`config.mk`:
```
export PLATFORM = sky130hd
export DESIGN_NAME = conv_sequencer
export DESIGN_NICKNAME = d
export VERILOG_FILES = /design/src/rtl/conv_sequencer.sv
export SDC_FILE = /design/constraint.sdc
export NUM_CORES = 1
export LEC_CHECK = 0
export ABC_AREA = 1
export CORE_MARGIN = 4
export CORE_UTILIZATION = 31
export CTS_CLUSTER_SIZE = 16
export DETAILED_ROUTE_END_ITERATION = 10
export REMOVE_ABC_BUFFERS = 1
export SKIP_LAST_GASP = 1
export SLEW_MARGIN = 20
export SYNTH_ARGS = -nofsm -noshare
export SYNTH_HDL_FRONTEND = slang
export SYNTH_SLANG_ARGS = --single-unit
```
`constraint.sdc`:
```
create_clock -name clk -period 3 [get_ports clk]
set_input_delay 0.3 -clock clk [delete_from_list [all_inputs] [get_ports clk]]
set_output_delay 0.3 -clock clk [all_outputs]
set_load 0.01 [all_outputs]
```
`src/rtl/conv_sequencer.sv`:
```
// MSDAP FIR convolution sequencer: one output sample per start, one channel per instance.
// Latency 49+3R cycles from accepted start to conv_done. Ignores start while busy; abort wins over everything.
// Optional: CONV_OVF_EN adds a sticky signed-overflow flag (ovf).
module conv_sequencer (
    input  logic        clk,
    input  logic        reset_n,
    input  logic        start,
    input  logic        abort,
    input  logic [7:0]  n_idx,
    output logic [3:0]  rj_addr,
    input  logic [7:0]  rj_rdata,
    output logic [8:0]  coeff_addr,
    input  logic [8:0]  coeff_rdata,
    output logic [7:0]  data_addr,
    input  logic [15:0] data_rdata,
    output logic        busy,
    output logic        conv_done,
`ifdef CONV_OVF_EN
    output logic [39:0] y_out,
    output logic        ovf
`else
    output logic [39:0] y_out
`endif
);

    typedef enum logic [2:0] {
        S_IDLE, S_RJ_RD, S_RJ_WAIT, S_COEF_RD, S_COEF_WAIT, S_DATA_WAIT, S_SHIFT, S_DONE
    } state_t;

    state_t      state_q, state_d;
    logic [39:0] acc_q, acc_d;
    logic [39:0] y_q, y_d;
    logic [3:0]  j_q, j_d;
    logic [9:0]  cptr_q, cptr_d;
    logic [7:0]  cnt_q, cnt_d;
    logic [7:0]  n_q, n_d;
    logic        sign_q, sign_d;
    logic [39:0] ext;
    logic [39:0] sum;
    logic        cptr_end;

    assign ext      = {{8{data_rdata[15]}}, data_rdata, 16'b0};
    assign sum      = sign_q ? (acc_q - ext) : (acc_q + ext);
    assign cptr_end = (cptr_q == 10'd512);

    always_ff @(posedge clk) begin
        if (!reset_n) begin
            state_q <= S_IDLE;
            acc_q   <= '0;
            y_q     <= '0;
            j_q     <= '0;
            cptr_q  <= '0;
            cnt_q   <= '0;
            n_q     <= '0;
            sign_q  <= 1'b0;
        end else begin
            state_q <= state_d;
            acc_q   <= acc_d;
            y_q     <= y_d;
            j_q     <= j_d;
            cptr_q  <= cptr_d;
            cnt_q   <= cnt_d;
            n_q     <= n_d;
            sign_q  <= sign_d;
        end
    end

    always_comb begin
        state_d = state_q;
        case (state_q)
            S_IDLE:      if (start) state_d = S_RJ_RD;
            S_RJ_RD:     state_d = S_RJ_WAIT;
            S_RJ_WAIT:   state_d = (rj_rdata == 8'd0 || cptr_end) ? S_SHIFT : S_COEF_RD;
            S_COEF_RD:   state_d = S_COEF_WAIT;
            S_COEF_WAIT: state_d = S_DATA_WAIT;
            S_DATA_WAIT: state_d = (cnt_q == 8'd1 || cptr_end) ? S_SHIFT : S_COEF_RD;
            S_SHIFT:     state_d = (j_q == 4'd15) ? S_DONE : S_RJ_RD;
            S_DONE:      state_d = S_IDLE;
            default:     state_d = S_IDLE;
        endcase
        if (abort) state_d = S_IDLE;
    end

    always_comb begin
        acc_d  = acc_q;
        y_d    = y_q;
        j_d    = j_q;
        cptr_d = cptr_q;
        cnt_d  = cnt_q;
        n_d    = n_q;
        sign_d = sign_q;
        case (state_q)
            S_IDLE: if (start) begin
                acc_d  = '0;
                j_d    = '0;
                cptr_d = '0;
                n_d    = n_idx;
            end
            S_RJ_WAIT:   cnt_d = rj_rdata;
            S_COEF_WAIT: begin
                sign_d = coeff_rdata[8];
                cptr_d = cptr_end ? cptr_q : cptr_q + 10'd1;
            end
            S_DATA_WAIT: begin
                acc_d = sum;
                cnt_d = cnt_q - 8'd1;
            end
            S_SHIFT: begin
                acc_d = {acc_q[39], acc_q[39:1]};
                j_d   = j_q + 4'd1;
            end
            S_DONE:  y_d = acc_q;
            default: ;
        endcase
        if (abort) begin
            acc_d = '0;
            y_d   = y_q;
        end
    end

    // y_out bypasses the register during DONE so it is valid alongside conv_done
    always_comb begin
        busy       = (state_q != S_IDLE);
        conv_done  = (state_q == S_DONE) && !abort;
        rj_addr    = j_q;
        coeff_addr = cptr_q[8:0];
        data_addr  = (state_q == S_COEF_WAIT) ? (n_q - coeff_rdata[7:0]) : 8'd0;
        y_out      = conv_done ? acc_q : y_q;
    end

`ifdef CONV_OVF_EN
    logic ovf_q, ovf_d;
    logic acc_ovf;

    assign acc_ovf = (sum[39] != acc_q[39]) &&
                     (sign_q ? (acc_q[39] != ext[39]) : (acc_q[39] == ext[39]));

    always_comb begin
        ovf_d = ovf_q;
        if (state_q == S_IDLE && start) ovf_d = 1'b0;
        if (state_q == S_DATA_WAIT && acc_ovf) ovf_d = 1'b1;
        if (abort) ovf_d = 1'b0;
    end

    always_ff @(posedge clk) begin
        if (!reset_n) ovf_q <= 1'b0;
        else          ovf_q <= ovf_d;
    end

    assign ovf = ovf_q;
`endif

endmodule

```
==> results of run 1 <==
==> layout make-up <==
class / count / area (um^2)
Timing Repair Buffer: 178 / 1610
Clock buffer: 20 / 437
Inverter: 189 / 709
Multi-Input combinational cell: 821 / 4190
Fill cell: 2490 / 13600
Clock inverter: 12 / 158
Sequential cell: 114 / 2280
Tap cell: 319 / 399
==> registers in the layout (all words and copies together), names as in the netlist <==
register  cells
acc_q        40
cnt_q         8
cptr_q       10
n_q           8
rj_addr       4
sign_q        1
state_q       3
y_q          40
==> stage by stage <==
stage,hold WS (ns),instance area (um^2),utilization,std cells,worst slack [ns]
floorplan,0.428,7150,-,1124,0.229
global placement,0.445,9140,0.391,1619,-0.185
detailed placement,0.452,9140,0.391,1619,-0.217
CTS,0.461,9740,0.416,1651,0.0546
global route,0.477,9780,0.418,1653,-0.0234
finish,0.458,9780,0.418,1653,0.217
==> power by group <==
group | switching, W | internal, W | leakage (nW) | total (W)
clock network | 0.000747 | 0.00131 | 0.281 | 0.00206
logic | 0.000308 | 0.000237 | 3.64 | 0.000545
registers | 0.0000212 | 0.00154 | 0.921 | 0.00156
total | 0.00108 | 0.00308 | 4.85 | 0.00416
==> worst max-delay path by stage <==
| stage | from | end | slack, ns | cells after the start |
|---|---|---|---|---|
| floorplan | state_q[0] | y_out[0] | 0.23 | 5 |
| global placement | data_rdata[7] | acc_q[31] | -0.18 | 19 |
| detailed placement | data_rdata[1] | acc_q[33] | -0.22 | 18 |
| CTS | state_q[0] | y_out[27] | 0.05 | 7 |
| global route | data_rdata[7] | acc_q[31] | -0.02 | 19 |
| finish | state_q[2] | y_out[22] | 0.22 | 7 |
==> metal layers <==
layer | GRT usage | wire length [um] | vias up
met2 | 0.275 | 9970 | 141
met3 | 0.0282 | 783 | 16
met5 | 0 | 0 | -
met1 | 0.226 | 10400 | 3453
met4 | 0.0415 | 218 | 0
li1 | - | - | 4017
==> synthesized netlist by cell type (all sizes together) <==
| cell | instances | share of area |
|---|---|---|
| or2 | 52 | 0.044 |
| buf | 17 | 0.016 |
| a22oi | 1 | 0.0010 |
| nand3b | 7 | 0.0071 |
| xnor2 | 4 | 0.0048 |
| a21o | 1 | 0.0010 |
| nand4 | 8 | 0.0068 |
| a2111oi | 1 | 0.0020 |
| ha | 37 | 0.063 |
| o21bai | 1 | 0.0010 |
| o21ai | 86 | 0.059 |
| o31ai | 4 | 0.0041 |
| xor2 | 16 | 0.019 |
| o21a | 1 | 0.0010 |
| clkbuf | 25 | 0.013 |
| o311ai | 1 | 0.0012 |
| nand2 | 276 | 0.14 |
| a21oi | 98 | 0.067 |
| nor2 | 128 | 0.066 |
| a211oi | 2 | 0.0020 |
| fa | 2 | 0.0054 |
| o22ai | 2 | 0.0017 |
| nor3 | 18 | 0.013 |
| inv | 189 | 0.096 |
| nor4 | 4 | 0.0034 |
| a32oi | 1 | 0.0012 |
| a31oi | 9 | 0.0077 |
| dfxtp | 114 | 0.31 |
| nand3 | 61 | 0.042 |
==> cells in the final DEF, fill, tap and decap left out, types with 2 or more instances in the layout <==
cell,count
nand3b_1,7
clkdlybuf4s50_1,106
clkbuf_16,17
nand4_1,8
inv_1,180
fa_1,2
o31ai_1,4
nor2_1,123
clkinvlp_4,3
nand2_2,2
a21oi_2,2
nor4_1,4
clkinv_4,2
clkbuf_1,3
a211oi_1,2
nor3_2,2
clkinv_2,2
ha_1,37
a21oi_1,96
nor3_1,15
xnor2_1,4
buf_4,71
o21ai_1,29
a31oi_1,9
nand3_1,61
nor2_2,5
bufinv_16,3
xor2_1,16
o21ai_0,57
or2_2,52
inv_6,2
o22ai_1,2
inv_2,9
dfxtp_1,114
nand2_1,274
==> kinds of logic after synthesis <==
| family | count (synthesis) |
|---|---|
| xor+xnor | 20 |
| buf+inv | 231 |
| fa+ha+maj | 39 |
| compound gates | 208 |
| simple gates | 554 |
| flops | 114 |
==> what timing repair did <==
item / in CTS / in global routing
setup buffers: 0 / 2
endpoints found under the setup margin: 0 / 49
gates resized for setup: 0 / 12
==> critical path: stages, from the launching register on <==
cell	delay [ns]
dfxtp_1	0.41
nand2_1	0.15
nor3_4	0.29
inv_1	0.06
buf_4	0.27
o21ai_0	0.30
inv_1	0.10
clkdlybuf4s50_1	0.50
==> key figures, run 1 <==
Outcome
  – Outcome: finished, final reports clean

Floorplan
  – Initial core utilization: 0.314
  – Die Wd: 162 um
  – IO Count: roughly 110
  – Die ar.: approximately 26,000 um^2
  – Die height: about 160 um
  – Placeable Area: around 23,000 um^2
  – Std cell rows: 56

Routing
  – Final ANT Viol Nets: 0
  – Via count: 7,627
  – DRT Wirelength: 21.4 mm
  – Drt pass-1 iters: 5
  – Vias per inst: approximately 4.6
  – DRC errors left: 0
  – DR WL/cell: between 10 and 15 um
  – Initial DRC Count: 440

Timing
  – Max Fclk: 0.359 GHz
  – Minimum clock period: roughly 2.8 ns
  – Setup total negative slack: 0 ns
  – Worst rel slew slack: 0.334
  – Period utilisation layout: 0.928
  – Final Skew: ~0.0088 ns
  – Hold Fails Final Rpt: 0
  – Final Setup Violations: 0
  – Max-slew violations: 0
  – RSZ-0062 raised after global routing: yes
  – Worst-Margin Slew: roughly 1 ns

Setup path
  – Worst endpoint data arrival time: between 2 and 2.5 ns
  – Worst R2R End: acc_q[27]
  – Critical path class: register to output port
  – Worst EP required: about 2.7 ns
  – Startpoint Class: register
  – Worst-case reg-to-reg path depth: 17
  – Setup slack, reg-to-reg: 0.48 ns
  – Critical R2R Launch: sign_q
  – Critical path capture point type: output port
  – Crit Path Max Fanout: 40

GRT
  – Gr ovfl total: 0
  – Vias in the first global route: roughly 7,000
  – Largest net degree at the start of global routing: 56
  – First-pass GRT wire length: 35.6 mm
  – Initial antenna violation count: 0
  – All-Layer GR Usage: 0.166

Clocking
  – Clock sinks: roughly 110
  – H-tree levels: 4
  – CTS buffer count: 17
  – CTS Buffer Depth: 2
  – Clock Tree Root: clkbuf_16
  – Latest clock arrival within the worst-skew pair: roughly 0.42 ns
  – CTS tree: done
  – Clk slew on worst S/H paths: 0.06 ns
  – Cts-stage hold buffer count: 0

Cells and area
  – P&R area growth vs syn: 32.9%
  – Antenna diodes: 0
  – Share of cells above drive strength 1: 0.130
  – Layout Nets: between 1,000 and 1,500

Min path
  – Hold Startpoint: acc_q[0]
  – Worst hold path endpoint: acc_q[0]
  – Hold Path Cell Cnt: 2
  – HP Class: register to register

Power
  – Power density over cell area: between 400 and 500 nW/um^2
  – LEAKAGE: roughly 4.8 nW
  – Power Total: between 0.004 and 0.005 W
  – Max rail drop VDD: 0.299 mV

Synthesis
  – Largest family of logic cells by synthesized area: simple AND/OR/NAND/NOR gates
  – Cells after Synth: approximately 1,200
  – Synthesized-area fraction occupied by adder cells: 0.0684
  – Post-Synth Simple-Gate Area: 0.324
  – Synthesized area: ~7400 um^2
  – Complex-gate fraction of the synthesized area: 0.149
  – Post-synthesis sequential area ratio: 0.310
  – Multiplexer area fraction after synthesis: 0
  – Syn_area_per_cell: 6.31 um^2
  – Yosys cell types: 37
  – XOR/XNOR share of the synthesized area: 0.0238
  – Synth warn: 0
  – Post-synthesis register bit count: roughly 110

Flow run
  – Max cap viols: 0

Placed design
  – Port bufs: between 100 and 150
  – GPL Wtd Cong: approximately 0.9
  – Dpl hpwl: roughly 16 mm
Note: power is estimated with default switching activity, not from simulation.
==> run 2: changes to the inputs <==
--- a/config.mk
+++ b/config.mk
@@ -6,6 +6,7 @@
 export NUM_CORES = 1
 export LEC_CHECK = 0
 export ABC_AREA = 1
+export CAP_MARGIN = 40
 export CORE_MARGIN = 4
 export CORE_UTILIZATION = 31
 export CTS_CLUSTER_SIZE = 16
==> run 2 against run 1 <==
Against the previous run: fmax increased by 0.71%; routed wire length increased by 0.87%; sequential share of layout area about the same; critical path depth increased by 10; core utilization increased by 0.054 points; critical endpoint is now acc_q[35].
==> key figures, run 2 (same netlist as run 1, synthesis figures left out) <==
Timing
  – RSZ-0062 raised after global routing: no
  – PnR worst setup slack: approximately 0.24 ns
  – Worst-Margin Slew: between 0.6 and 0.7 ns
  – Final Skew: ~0.011 ns
  – Worst hold slack: between 0.4 and 0.5 ns
  – Minimum clock period: ~2.8 ns
  – Worst rel slew slack: 0.571
  – Setup total negative slack: 0 ns
  – Period utilisation layout: 0.921
  – Final Setup Violations: 0
  – Max Fclk: roughly 0.36 GHz
  – Max-slew violations: 0
  – Hold Fails Final Rpt: 0

Power
  – Comb power frac: 0.136
  – Switching power total: 0.00111 W
  – Cell-internal power: 0.00294 W
  – Switching share of power: 0.273
  – Seq pwr share: 0.384
  – Clk pwr share: 0.479
  – Power density over cell area: about 410 nW/um^2
  – Max rail drop VDD: ~0.34 mV
  – LEAKAGE: 4.85 nW

Cells and area
  – Biggest regs: acc_q (40), y_q (40), cptr_q (10)
  – P&R area growth vs syn: 33.1%
  – Most frequent cells in the layout: nand2_1, inv_1, nor2_1
  – Multi-input gate area: around 4200 um^2
  – Sequential Area: 2280 um^2
  – Post-route design area: around 9800 um^2
  – Commonest non-fill, non-tap cell in the layout: nand2_1
  – # fillers: 2,487
  – Share of cells above drive strength 1: 0.136
  – Layout Nets: ~1,400
  – Antenna diodes: 0

GRT
  – Vias in the first global route: 7,192
  – Initial antenna violation count: 0
  – Largest net degree at the start of global routing: 56
  – All-Layer GR Usage: 0.166
  – First-pass GRT wire length: around 36 mm
  – Gr ovfl total: 0

Outcome
  – Outcome: finished, final reports clean

Setup path
  – Critical path class: input pin to register
  – Worst endpoint data arrival time: just over 3 ns
  – Worst EP required: about 3.3 ns
  – Crit Path Max Fanout: 4
  – Critical path capture point type: register
  – Startpoint Class: input pin

Clocking
  – H-tree levels: 4
  – Clock Tree Root: clkbuf_16
  – CTS Buffer Depth: 2
  – Clock sinks: ~110
  – Latest clock arrival within the worst-skew pair: about 0.4 ns
  – Cts-stage hold buffer count: 0
  – Clk slew on worst S/H paths: 0.06 ns
  – CTS buffer count: 17
  – CTS tree: done

Placed design
  – GPL Wtd Cong: 0.879
  – Port bufs: approximately 110
  – Dpl hpwl: roughly 16 mm
  – Setup Slack @ Placement: -0.193 ns
  – Placed cell area: approximately 9200 um^2

Routing
  – Initial DRC Count: 437
  – DRT Wirelength: roughly 22 mm
  – Final ANT Viol Nets: 0
  – DR WL/cell: 13.0 um
  – DRC errors left: 0
  – Vias per inst: 4.63
  – Drt pass-1 iters: 5
  – Via count: about 7,700

Min path
  – HP Class: register to register

Flow run
  – Max cap viols: 0

Floorplan
  – IO Count: between 100 and 150
  – Die height: between 150 and 200 um
  – Initial core utilization: 0.314
  – Die Wd: about 160 um
  – Std cell rows: 56
  – Die ar.: ~26,000 um^2
  – Placeable Area: about 23,000 um^2
[run 2: critical path, cell delays in order]
cell and delay (ns):
clkdlybuf4s50_1 0.41, or2_2 0.31, nor3_1 0.20, nand3_1 0.21
nand2_1 0.12, xor2_1 0.14, inv_1 0.09, ha_1 0.35
nand2_1 0.12, nor2_1 0.22, inv_1 0.06, nor2_1 0.12
nand3_1 0.11, nand3_1 0.10, nand2_1 0.05, nand3_1 0.08
a21oi_1 0.07
[run 2: power by group through the flow]
| stage | registers, W | clock network [W] | logic (W) |
|---|---|---|---|
| after floorplan | 0.00158 | 0 | 0.000306 |
| after global placement | 0.00159 | 0 | 0.000538 |
| after detailed placement | 0.00159 | 0 | 0.000547 |
| after CTS | 0.00156 | 0.00199 | 0.000549 |
| after global routing | 0.00156 | 0.00206 | 0.000624 |
| final | 0.00156 | 0.00194 | 0.000553 |
[run 2: per-layer routing]
metal | vias to the layer above | wire length [um] | track usage
met5 | - | 0 | 0
met1 | 3439 | 10300 | 0.227
met4 | 0 | 159 | 0.0373
li1 | 4010 | - | -
met2 | 192 | 10100 | 0.275
met3 | 10 | 1010 | 0.0266
[run 2: timing repair]
action,in CTS,in global routing
setup endpoints to repair,0,46
hold endpoints to repair,0,0
gates resized for setup,0,15
buffers inserted,0,2
[run 2: final timing paths]
check	cells past startpoint	end	start	slack (ns)
worst min-delay path	2	acc_q[0]	acc_q[0]	0.46
worst max register to register	19	acc_q[35]	sign_q	0.45
worst min register to register	2	acc_q[0]	acc_q[0]	0.46
worst max-delay path	17	acc_q[35]	data_rdata[7]	0.24
[run 2: per-stage QoR]
stage / utilization / power (W) / std cells
global placement: 0.391 / 0.00213 / 1619
detailed placement: 0.392 / 0.00214 / 1620
floorplan: - / 0.00189 / 1124
global route: 0.418 / 0.00424 / 1654
CTS: 0.416 / 0.00409 / 1652
finish: 0.418 / 0.00405 / 1654
[run 2: area by class of cell]
class,instances,area share
inverters,189,0.0725
well taps,319,0.0408
multi-input cells,821,0.428
clock buffers,18,0.0449
repair buffers,179,0.167
flip-flops and latches,114,0.233
clock inverters,14,0.0134
